[src/rtl/seq_normalizer_8_pkg.sv]
// Shared types for the multi-cycle normalizer.
// State encoding, direction constants and shift-count width helper.
package seq_normalizer_8_pkg;

   typedef enum logic [1:0] {
      IDLE  = 2'd0,
      SHIFT = 2'd1,
      DONE  = 2'd2
   } state_t;

   localparam logic DIR_LEFT  = 1'b0;
   localparam logic DIR_RIGHT = 1'b1;

   function automatic int shw_of(input int w);
      return (w < 2) ? 1 : $clog2(w);
   endfunction

endpackage

[src/rtl/seq_normalizer_8.sv]
// Multi-cycle normalizer: shifts one bit per cycle until the leading
// (left) or trailing (right) bit is set; reports shift count and zero flag.
module seq_normalizer_8
   import seq_normalizer_8_pkg::*;
#(
   parameter int WIDTH = 8,
   parameter int SHW   = shw_of(WIDTH)
) (
   input  logic             clk,
   input  logic             rst,
   input  logic             in_valid,
   output logic             in_ready,
   input  logic [WIDTH-1:0] in_data,
   input  logic             in_dir,
   output logic             out_valid,
   input  logic             out_ready,
   output logic [WIDTH-1:0] out_data,
   output logic [SHW-1:0]   out_shamt,
   output logic             out_zero
);

   state_t           state, state_n;
   logic [WIDTH-1:0] work, work_n;
   logic [SHW-1:0]   count, count_n;
   logic             dir, dir_n;
   logic [WIDTH-1:0] data_n;
   logic [SHW-1:0]   shamt_n;
   logic             zero_n;
   logic             stop;

   assign in_ready  = (state == IDLE);
   assign out_valid = (state == DONE);
   assign stop      = (dir == DIR_RIGHT) ? work[0] : work[WIDTH-1];

   always_comb begin
      state_n = state;
      work_n  = work;
      count_n = count;
      dir_n   = dir;
      data_n  = out_data;
      shamt_n = out_shamt;
      zero_n  = out_zero;
      unique case (state)
         IDLE: begin
            if (in_valid) begin
               work_n  = in_data;
               dir_n   = in_dir;
               count_n = '0;
               if (in_data == '0) begin
                  state_n = DONE;
                  data_n  = '0;
                  shamt_n = '0;
                  zero_n  = 1'b1;
               end else begin
                  state_n = SHIFT;
               end
            end
         end
         SHIFT: begin
            // Results are published only on the transition into DONE.
            if (stop) begin
               state_n = DONE;
               data_n  = work;
               shamt_n = count;
               zero_n  = 1'b0;
            end else begin
               work_n  = (dir == DIR_RIGHT) ? (work >> 1) : (work << 1);
               count_n = count + 1'b1;
            end
         end
         DONE: begin
            if (out_ready) state_n = IDLE;
         end
         default: state_n = IDLE;
      endcase
   end

   always_ff @(posedge clk) begin
      if (rst) begin
         state     <= IDLE;
         work      <= '0;
         count     <= '0;
         dir       <= DIR_LEFT;
         out_data  <= '0;
         out_shamt <= '0;
         out_zero  <= 1'b0;
      end else begin
         state     <= state_n;
         work      <= work_n;
         count     <= count_n;
         dir       <= dir_n;
         out_data  <= data_n;
         out_shamt <= shamt_n;
         out_zero  <= zero_n;
      end
   end

   // A nonzero word must hit its stop bit before the count reaches WIDTH-1.
   a_count_bound : assert property (
      @(posedge clk) disable iff (rst)
      (state == SHIFT && !stop) |-> (int'(count) < WIDTH - 1)
   );

endmodule

[config.mk]
export PLATFORM = sky130hd
export DESIGN_NAME = seq_normalizer_8
export DESIGN_NICKNAME = d
export VERILOG_FILES = /design/src/rtl/seq_normalizer_8_pkg.sv /design/src/rtl/seq_normalizer_8.sv
export SDC_FILE = /design/constraint.sdc
export NUM_CORES = 1
export LEC_CHECK = 0
export CAP_MARGIN = 10
export CORE_UTILIZATION = 41
export CTS_CLUSTER_SIZE = 30
export DETAILED_ROUTE_END_ITERATION = 8
export GPL_TIMING_DRIVEN = 0
export PLACE_DENSITY = 0.72
export SYNTH_ARGS = -nofsm -noshare
export SYNTH_HDL_FRONTEND = slang
export SYNTH_SLANG_ARGS = --single-unit
export TNS_END_PERCENT = 10
[constraint.sdc]
create_clock -name clk -period 1.9 [get_ports clk]
set_input_delay 0.285 -clock clk [delete_from_list [all_inputs] [get_ports clk]]
set_output_delay 0.285 -clock clk [all_outputs]
set_load 0.05 [all_outputs]
==> results.md <==
* Status: finished with violations
* Failing checks: DRC
* Register area share after synthesis at 41.9%
* Worst Path Buf+Inv at 1
* Design Power at 0.00121 W
* Crit-path slowest cell: clkdlybuf4s50_1
* DR WL/cell at 16.7 um
* Starting Density at 44.3%
* Post-Syn Nets at 144
* Worst R2R Start: state[0]$_SDFFE_PP0P_
* Hold_sp: rst
* Crit path DAT at 1510 ps
* Post-synth EDFFs at 0
* Buffers on Ports at 25
* Ys flop type: dfxtp_1
* Ant diodes at 0
* Final HPWL DP at 2200 um
* Leakage at 0.537 nW
* Register bit total from synthesis at 26
* Gr usage total at 20.8%
* Worst rel slew slack at 61.8%
* Nets@finish at 174
* Largest net degree at the start of global routing at 15
* Number of global-route vias before repair at 1109
* Iter 0 DRT Violations at 36
* Period utilisation layout at 94.6%
* Ys Warns at 0
* TritonCTS Buffers at 3
* DR vias/cell at 6.20
* Commonest non-fill, non-tap cell in the layout: dfxtp_1
* Cell row count at 19
* Max clock buf depth at 2
* GR peak layer: met2
* H-tree depth at 1
* Placed cell count at 186
* Die height at 57.1 um
* Vias at 1178
* Worst setup EP type: output pin
* Final hold vios at 0
* Area Overhead vs Synth at 25.7%
* Final WL at 3170 um
* CP max stage delay at 810 ps
* Remaining Overflow, GRT at 0
* Met3 usage at 2.95%
* Clk Tree Root Cell: clkbuf_4
* Synth unique cells at 33
* Clock insertion delay at the later pin of the skew report at 330 ps
* Mean Syn Cell Area at 9.57 um^2
* Most frequent cells in the layout: dfxtp_1 (26), clkdlybuf4s50_1 (23), a32o_1 (11)
* Critical path origin: out_shamt[0]$_SDFFE_PP0P_
* Hold WC Path Type: in2reg
* Core Region at 0.00281 mm^2
* Share of layout cells above drive strength 1 at 11.9%
* GPL Wtd Cong at 0.854
* CP Cell Sequence: clkdlybuf4s50_1
* Initial antenna violation count at 0
* CTS tree: yes
* CP Launch Type: flop
* P per Cell Area at 775 mW/mm^2
* Antenna Nets Post-Route at 0
* Crit path max-delay family: buffers and inverters
* M2 GR Usage at 32.3%
* First-pass iteration count of the detailed router at 6
* Post-Synthesis Cells at 130
* Fill cell count at 263
* I/O Pins at 27
* Worst slew pin tran at 574 ps
* Die width at 57.1 um
* Post-route DRC at 4
* Final min period at 1800 ps
* Mapped Area at 0.00124 mm^2
* Clock Sinks at 26
* Met1 global-route usage at 29.5%
* Asr flop ratio synth at 0%
* Final setup vio count at 0
* Slew Limit Fails at 0
* Post-route insts no fill at 190
* Fmax achieved at 0.557 GHz
* First-pass GRT wire length at 5330 um
* CTS Hold Bufs at 0
* Max-Cap Viols at 0
* Largest vdd supply drop at 402 uV
* Req. time, crit path at 1620 ps
* Peak fanout along the critical path at 2
* Setup Skew at 9.95 ps
* Die ar. at 0.00326 mm^2
* Register clock-pin slew on the reported worst setup and hold paths at 150 ps
* CP Class: reg2out
* RSZ-0062 raised after global routing: no
Yosys cell counts, types with 3 or more instances:
cell / instances / share of area, %
buf_2: 9 / 3.6
a32o_1: 11 / 8.9
o31ai_1: 7 / 4.2
o21ai_0: 8 / 3.2
o2111ai_1: 7 / 4.9
inv_1: 4 / 1.2
a211oi_1: 10 / 6.0
dfxtp_1: 26 / 42
nand2_1: 4 / 1.2
clkbuf_1: 3 / 0.91
a21oi_1: 7 / 2.8
nor2b_1: 8 / 4.0
nand3_1: 3 / 1.2
final cells by class:
cell class              instances  area, um^2  area share [%]
multi-input cells              86         633            40.5
inverters                       4        15.0           0.961
plain buffers                  14        75.1            4.80
clock buffers                   4        36.3            2.32
flip-flops and latches         26         520            33.3
repair buffers                 25         244            15.6
well taps                      31        38.8            2.48
metal layers:
layer | vias to the layer above | part of all wire [%]
met1 | 544 | 47
li1 | 570 | -
met2 | 58 | 43
met3 | 6 | 7.9
met4 | 0 | 1.2
met5 | - | 0
power breakdown:
part	internal (W)	leakage [nW]	switching (W)	total [W]
logic	0.000121	0.304	0.000179	0.000300
clock network	0.000118	0.0210	0.000170	0.000287
registers	0.000584	0.212	0.0000392	0.000623
through the flow:
step / TNS (ps) / area [um^2] / hold WS (ps) / util (%) / worst slack, ps
CTS: 0 / 1570 / 345 / 55.9 / 10.7
detailed placement: -989 / 1530 / 451 / 54.6 / -112
floorplan: 0 / 1240 / 421 / - / 230
global placement: -1070 / 1530 / 451 / 54.6 / -119
finish: 0 / 1560 / 341 / 55.7 / 103
global route: 0 / 1560 / 409 / 55.7 / 51.0
repair_timing:
action	in CTS	in global routing
cloned	0	0
endpoints found under the setup margin	2	1
buffers inserted	0	0
resized for setup	3	1
state kept, by name (all words and copies together), names as in the netlist:
signal and flops:
count 3, dir 1, out_data 8, out_shamt 3, out_zero 1, state 2, work 8
path summary, 6_finish.rpt:
check,endpoint,slack [ps],cells past startpoint
setup / recovery,out_shamt[0],100,1
hold / removal,count[0]$_SDFFE_PP0P_,340,2
setup reg to reg,out_data[0]$_SDFFE_PP0P_,200,5
hold reg to reg,out_zero$_SDFFE_PP0P_,470,2
logic make-up (layout without fill, tap and decap cells):
group,Yosys count,in the layout,synth area share (%)
multiplexers,3,3,2.82
flip-flops,26,26,41.9
AO/OA/AOI/OAI,55,55,33.3
adder cells (fa/ha/maj),1,1,1.01
AND/OR/NAND/NOR,27,27,13.8
buffers and inverters,18,47,7.24
(Power assumes the default switching activity.)
